==> src/rtl/peridot_hostbridge_rxdecoder_if.sv <==
// peridot_hostbridge_rxdecoder_if: phy-side byte sink plus Avalon-ST packet source of the rx decoder
interface peridot_hostbridge_rxdecoder_if #(parameter int CHANNEL_WIDTH = 8);
  logic                     in_ready;
  logic                     in_valid;
  logic [7:0]               in_data;
  logic                     out_ready;
  logic                     out_valid;
  logic [7:0]               out_data;
  logic                     out_startofpacket;
  logic                     out_endofpacket;
  logic [CHANNEL_WIDTH-1:0] out_channel;
  modport master (
    output in_ready, out_valid, out_data, out_startofpacket, out_endofpacket, out_channel,
    input  in_valid, in_data, out_ready
  );
  modport slave (
    input  in_ready, out_valid, out_data, out_startofpacket, out_endofpacket, out_channel,
    output in_valid, in_data, out_ready
  );
endinterface

==> src/rtl/peridot_hostbridge_rxdecoder.sv <==
// peridot_hostbridge_rxdecoder: strips SOP/EOP/channel/escape codes from the phy byte stream into Avalon-ST beats
module peridot_hostbridge_rxdecoder #(
  parameter int CHANNEL_WIDTH = 8
) (
  input logic clk,
  input logic reset,
  peridot_hostbridge_rxdecoder_if.master bus
);
  logic                     sop_q, sop_d, eop_q, eop_d, chan_q, chan_d, esc_q, esc_d;
  logic [CHANNEL_WIDTH-1:0] channel_q, channel_d;
  logic                     valid_q, valid_d, osop_q, osop_d, oeop_q, oeop_d;
  logic [7:0]               data_q, data_d;
  logic [CHANNEL_WIDTH-1:0] ochan_q, ochan_d;
  logic                     take, mark, set_esc, set_ch, data;
  logic [7:0]               v;
  assign bus.in_ready          = !valid_q || bus.out_ready;
  assign bus.out_valid         = valid_q;
  assign bus.out_data          = data_q;
  assign bus.out_startofpacket = osop_q;
  assign bus.out_endofpacket   = oeop_q;
  assign bus.out_channel       = ochan_q;
  // an escaped byte is never a marker; under chan_pend a marker keeps the channel slot open
  always_comb begin
    take      = bus.in_valid && bus.in_ready;
    v         = esc_q ? bus.in_data ^ 8'h20 : bus.in_data;
    mark      = !esc_q && bus.in_data inside {8'h7A, 8'h7B, 8'h7C};
    set_esc   = take && !esc_q && bus.in_data == 8'h7D;
    set_ch    = take && chan_q && (esc_q || (!mark && bus.in_data != 8'h7D));
    data      = take && !set_esc && !set_ch && !mark;
    sop_d     = data ? 1'b0 : (take && mark && bus.in_data == 8'h7A) ? 1'b1 : sop_q;
    eop_d     = data ? 1'b0 : (take && mark && bus.in_data == 8'h7B) ? 1'b1 : eop_q;
    chan_d    = set_ch ? 1'b0 : (take && mark && bus.in_data == 8'h7C) ? 1'b1 : chan_q;
    esc_d     = set_esc ? 1'b1 : take ? 1'b0 : esc_q;
    channel_d = set_ch ? v[CHANNEL_WIDTH-1:0] : channel_q;
    valid_d   = data ? 1'b1 : bus.out_ready ? 1'b0 : valid_q;
    data_d    = data ? v : data_q;
    osop_d    = data ? sop_q : osop_q;
    oeop_d    = data ? eop_q : oeop_q;
    ochan_d   = data ? channel_q : ochan_q;
  end
  always_ff @(posedge clk or posedge reset) begin
    if (reset) begin
      sop_q     <= 1'b0;
      eop_q     <= 1'b0;
      chan_q    <= 1'b0;
      esc_q     <= 1'b0;
      channel_q <= '0;
      valid_q   <= 1'b0;
      data_q    <= 8'h00;
      osop_q    <= 1'b0;
      oeop_q    <= 1'b0;
      ochan_q   <= '0;
    end else begin
      sop_q     <= sop_d;
      eop_q     <= eop_d;
      chan_q    <= chan_d;
      esc_q     <= esc_d;
      channel_q <= channel_d;
      valid_q   <= valid_d;
      data_q    <= data_d;
      osop_q    <= osop_d;
      oeop_q    <= oeop_d;
      ochan_q   <= ochan_d;
    end
  end
endmodule

==> src/flat_wrapper.sv <==
// flat-port wrapper written by rule: the top's interface ports become plain ports
module peridot_hostbridge_rxdecoder_flat 
#(
  parameter int CHANNEL_WIDTH = 8
)
  (clk, reset, bus_in_ready, bus_out_valid, bus_out_data, bus_out_startofpacket, bus_out_endofpacket, bus_out_channel, bus_in_valid, bus_in_data, bus_out_ready);
  peridot_hostbridge_rxdecoder_if #(.CHANNEL_WIDTH(CHANNEL_WIDTH)) bus_i ();
  input logic clk;
  input logic reset;
  output wire logic [$bits(bus_i.in_ready)-1:0] bus_in_ready;
  output wire logic [$bits(bus_i.out_valid)-1:0] bus_out_valid;
  output wire logic [$bits(bus_i.out_data)-1:0] bus_out_data;
  output wire logic [$bits(bus_i.out_startofpacket)-1:0] bus_out_startofpacket;
  output wire logic [$bits(bus_i.out_endofpacket)-1:0] bus_out_endofpacket;
  output wire logic [$bits(bus_i.out_channel)-1:0] bus_out_channel;
  input wire logic [$bits(bus_i.in_valid)-1:0] bus_in_valid;
  input wire logic [$bits(bus_i.in_data)-1:0] bus_in_data;
  input wire logic [$bits(bus_i.out_ready)-1:0] bus_out_ready;
  assign bus_in_ready = bus_i.in_ready;
  assign bus_out_valid = bus_i.out_valid;
  assign bus_out_data = bus_i.out_data;
  assign bus_out_startofpacket = bus_i.out_startofpacket;
  assign bus_out_endofpacket = bus_i.out_endofpacket;
  assign bus_out_channel = bus_i.out_channel;
  assign bus_i.in_valid = bus_in_valid;
  assign bus_i.in_data = bus_in_data;
  assign bus_i.out_ready = bus_out_ready;
  peridot_hostbridge_rxdecoder #(.CHANNEL_WIDTH(CHANNEL_WIDTH)) u_core (.clk(clk), .reset(reset), .bus(bus_i));
endmodule
==> config.mk <==
export PLATFORM = sky130hd
export DESIGN_NAME = peridot_hostbridge_rxdecoder_flat
export DESIGN_NICKNAME = d
export VERILOG_FILES = /design/src/rtl/peridot_hostbridge_rxdecoder_if.sv /design/src/rtl/peridot_hostbridge_rxdecoder.sv /design/src/flat_wrapper.sv
export SDC_FILE = /design/constraint.sdc
export NUM_CORES = 1
export LEC_CHECK = 0
export ABC_AREA = 1
export CAP_MARGIN = 40
export CORE_MARGIN = 2
export CORE_UTILIZATION = 32
export CTS_BUF_LIST = sky130_fd_sc_hd__clkbuf_16
export CTS_CLUSTER_SIZE = 24
export DETAILED_ROUTE_END_ITERATION = 10
export GPL_TIMING_DRIVEN = 0
export PLACE_DENSITY = 0.55
export RECOVER_POWER = 100
export SLEW_MARGIN = 10
export SYNTH_ARGS = -nofsm -noshare
export SYNTH_HDL_FRONTEND = slang
export SYNTH_SLANG_ARGS = --single-unit
export TNS_END_PERCENT = 10
==> constraint.sdc <==
create_clock -name clk -period 1.7 [get_ports clk]
set_input_delay 0.255 -clock clk [delete_from_list [all_inputs] [get_ports clk]]
set_output_delay 0.255 -clock clk [all_outputs]
set_load 0.01 [all_outputs]
==> summary.md <==
| Metric | Value |
|---|---|
| Count of max-cap constraint violations | `0` |
| Final critical-path required period | `roughly 1600 ps` |
| Setup repair after global routing missed its margin | `false` |
| Number of global-route vias before repair | `1087` |
| Prevailing post-synth register cell | `sky130_fd_sc_hd__dfrtp_1` |
| Via Count | `about 1100` |
| Number of port buffers | `31` |
| Ratio of total power to cell area | `between 1000 and 1500 nW/µm²` |
| Simple-gate share of the synthesized area | `between 20% and 30%` |
| Post-CTS sizing | `0` |
| Number of nets in the layout | `roughly 200` |
| Die Width | `roughly 70 µm` |
| Maximum number of pins on one net before global-route repair | `22` |
| Kind of cell adding the most delay to the critical path | `buffers and inverters` |
| Commonest cells post-synth | `sky130_fd_sc_hd__nand2_1 (47), sky130_fd_sc_hd__dfrtp_1 (31), sky130_fd_sc_hd__o21ai_1 (17)` |
| Max Clk Rate | `slightly above 600 MHz` |
| Required time at the endpoint of the critical path | `between 1000 and 1500 ps` |
| Critical path's most frequent cell | `sky130_fd_sc_hd__clkdlybuf4s50_1` |
| Number of inserted filler cells in the final layout | `approximately 400` |
| Hold-fix buffers, CTS | `0` |
| Post-Synth Adder-Cell Area | `0%` |
| Synth warn | `0` |
| Core box area | `about 4100 µm²` |
| Area of the mapped netlist | `between 1000 and 1500 µm²` |
| Share of the synthesized area in the top cell type | `55.9%` |
| Unique masters post-synth | `21` |
| GRT Util Overall | `approximately 14%` |
| Maximum clock insertion buffer count | `2` |
| Number of placement rows | `23` |
| Least-Margin Pin Slew | `between 500 and 600 ps` |
| Routed len/inst | `12.4 µm` |
| H-tree lvl count | `2` |
| Area growth, synth to finish | `35.0%` |
| Biggest area consumer among synthesized cells | `sky130_fd_sc_hd__dfrtp_1` |
| DRC violation count after routing | `0` |
| Cell types occupying the most area after synthesis | `sky130_fd_sc_hd__dfrtp_1 (56%), sky130_fd_sc_hd__nand2_1 (13%), sky130_fd_sc_hd__o21ai_1 (6.1%)` |
| Cell count after placement | `between 200 and 250` |
| Critical Path Start Type | `input pin` |
| Share of flip-flops with an asynchronous set or reset | `100%` |
| Share of cells above drive strength 1 | `approximately 15%` |
| Buffering stage count on the worst path with inverters included | `3` |
| Antenna cell count | `0` |
| Count leader, synth | `sky130_fd_sc_hd__nand2_1` |
| Number of top-level design ports | `32` |
| Effective utilization at floorplan | `about a third` |
| Normalized max-slew margin | `about 66%` |
| Hold violation total from the final report | `0` |
| Die Footprint | `between 4000 and 5000 µm²` |
| Final setup vio count | `0` |
| Share of the synthesized area in compound gates (AO/OA/AOI/OAI) | `about a tenth` |
| Worst vdd ir | `approximately 0.49 mV` |
| Number of enable flip-flop cells after synthesis | `0` |
| Endpoint arrival time on the critical path | `~1400 ps` |
| Slowest cell on the critical path | `sky130_fd_sc_hd__clkdlybuf4s50_1` |
| Number of detailed-routing iterations run before antenna repair | `4` |
| Final clock period utilization by the worst path | `about 96%` |
| Mux cell area share after synthesis | `0%` |
| #FFs+latches synth | `31` |
| Number of DRC violations after detailed-routing iteration 0 | `64` |
| Die boundary height | `about 70 µm` |
| TritonCTS clock tree | `yes` |
| Buffer cell driving the clock tree root | `sky130_fd_sc_hd__clkbuf_16` |
| Latest clock arrival within the worst-skew pair | `270 ps` |
| Average size of a mapped cell | `9.26 µm²` |
| Number of buffers added for setup after CTS | `0` |
| First-pass GRT wire length | `~5300 µm` |
| Share of the yosys chip area belonging to registers | `55.9%` |
| Final wirelength | `just under 3000 µm` |
| DRT antenna net count | `0` |
| DP Wirelength | `between 2000 and 2500 µm` |
| Num Clock Sinks | `31` |
| Final-report max-slew violation count | `0` |
| Leakage Power | `0.962 nW` |
| CTS clk-pin slew, worst paths | `around 50 ps` |
| Status | `finished clean` |
| Post-Synth XOR/XNOR Area | `less than 1%` |
| Critical path capture point type | `primary output` |
| Number of buffers inserted during clock tree synthesis | `5` |
| Crit path kind | `input pin to primary output` |
| Final Instance Count excl. Fillers | `between 200 and 250` |
| Post-route clock skew | `between 4 and 5 ps` |
| Initial antenna violation count | `0` |
| Hold Crit Class | `input pin to async pin` |
| Number of vias per cell after detailed routing | `between 4 and 5` |
| Residual overflow from global routing | `0` |
| Cells along the critical path | `clkdlybuf4s50_1 -> inv_1 -> nand2_1 -> clkdlybuf4s50_1` |
| Final Util | `around 46%` |
| Highest net fanout along the worst path | `2` |
| Highest cell delay on the worst timing path | `~540 ps` |
| Cell count after synthesis | `150` |
| Global placement routability congestion | `0.832` |
| Largest family of logic cells by synthesized area | `simple AND/OR/NAND/NOR gates` |
| Syn nets | `between 150 and 200` |
## state kept, by name, summed over array words and instances, names as in the netlist
| register | cells |
|---|---|
| u_core.eop_q | 1 |
| u_core.bus.out_startofpacket | 1 |
| u_core.bus.out_data | 8 |
| u_core.bus.out_valid | 1 |
| u_core.sop_q | 1 |
| u_core.bus.out_channel | 8 |
| u_core.channel_q | 8 |
| u_core.bus.out_endofpacket | 1 |
| u_core.chan_q | 1 |
| u_core.esc_q | 1 |
## path summary, 6_finish.rpt
kind / start / to / slack [ps] / depth (start not counted)
max in group asynchronous: reset / u_core.bus.out_data[1] / 440 / 3
min in group clk: u_core.channel_q[2] / u_core.bus.out_channel[2] / 470 / 2
worst min register to register: u_core.channel_q[2] / u_core.bus.out_channel[2] / 470 / 2
worst max register to register: u_core.bus.out_valid / u_core.bus.out_channel[5] / 280 / 8
worst min-delay path: reset / u_core.channel_q[7] / 420 / 2
worst max-delay path: bus_out_ready / bus_in_ready / 70 / 4
## where the power goes
part	internal (W)	switching (W)	total, W
clock	0.000524	0.000287	0.000811
sequential	0.000971	0.000129	0.00110
combinational	0.000340	0.000324	0.000664
## logic make-up after synthesis
family,Yosys count
flops,31
xor+xnor,1
buf+inv,24
compound gates,23
simple gates,71
## per-stage QoR
stage / hold WS [ps] / TNS (ps) / cell area (µm²) / setup WS (ps) / power (W)
after CTS: 345 / 0 / 1920 / 54.8 / 0.00271
after global routing: 478 / 0 / 1880 / 18.7 / 0.00276
after global placement: 462 / -3330 / 1760 / -123 / 0.00186
after detailed placement: 468 / -3550 / 1790 / -154 / 0.00188
final: 422 / 0 / 1880 / 65.9 / 0.00258
after floorplan: 359 / 0 / 1390 / 404 / 0.00148
## worst reg2reg max path: stages (launching register included)
cell and delay, ps:
sky130_fd_sc_hd__dfrtp_1 410, sky130_fd_sc_hd__a21boi_2 310, sky130_fd_sc_hd__nand3_1 120, sky130_fd_sc_hd__inv_1 100, sky130_fd_sc_hd__nand2_4 60, sky130_fd_sc_hd__buf_12 140
sky130_fd_sc_hd__inv_6 110, sky130_fd_sc_hd__nand2_1 60, sky130_fd_sc_hd__nand2_1 60
## cells in the final DEF, fill, tap and decap left out
master                            instances
sky130_fd_sc_hd__buf_12                   1
sky130_fd_sc_hd__inv_6                    1
sky130_fd_sc_hd__clkinv_2                 1
sky130_fd_sc_hd__buf_4                    2
sky130_fd_sc_hd__nand2_4                  3
sky130_fd_sc_hd__inv_1                   14
sky130_fd_sc_hd__nand3_1                  3
sky130_fd_sc_hd__nand2_2                  4
sky130_fd_sc_hd__o21ai_1                  8
sky130_fd_sc_hd__clkinv_1                 1
sky130_fd_sc_hd__clkbuf_2                 1
sky130_fd_sc_hd__dfrtp_1                 31
sky130_fd_sc_hd__inv_2                    5
sky130_fd_sc_hd__clkdlybuf4s50_1         11
sky130_fd_sc_hd__nor2_1                   5
sky130_fd_sc_hd__a21boi_2                 1
sky130_fd_sc_hd__xnor2_1                  1
sky130_fd_sc_hd__dlygate4sd3_1           20
sky130_fd_sc_hd__clkbuf_16                5
sky130_fd_sc_hd__buf_6                    1
sky130_fd_sc_hd__nand4_1                  3
sky130_fd_sc_hd__nand3_2                  1
sky130_fd_sc_hd__o21ai_0                 10
sky130_fd_sc_hd__a21oi_1                  2
sky130_fd_sc_hd__nor2_4                   1
sky130_fd_sc_hd__nand2_1                 51
sky130_fd_sc_hd__a21oi_2                  2
## layout make-up
| class | count | area, µm² | area share [%] |
|---|---|---|---|
| Sequential cell | 31 | 776 | 41.4 |
| Multi-Input combinational cell | 95 | 462 | 24.6 |
| Timing Repair Buffer | 32 | 315 | 16.8 |
| Clock buffer | 5 | 125 | 6.67 |
| Inverter | 20 | 80.1 | 4.27 |
| Tap cell | 50 | 62.6 | 3.34 |
| Buffer | 4 | 46.3 | 2.47 |
| Clock inverter | 2 | 8.76 | 0.467 |
## per-layer routing
layer / vias to the layer above / routed length (µm) / GRT usage [%]
li1: 544 / - / -
met1: 499 / 1430 / 18.6
met2: 28 / 1310 / 21.2
met3: 7 / 163 / 4.47
met4: 0 / 62 / 5.77
met5: - / 0 / 0
No activity file was read; power rests on OpenSTA's default activity.
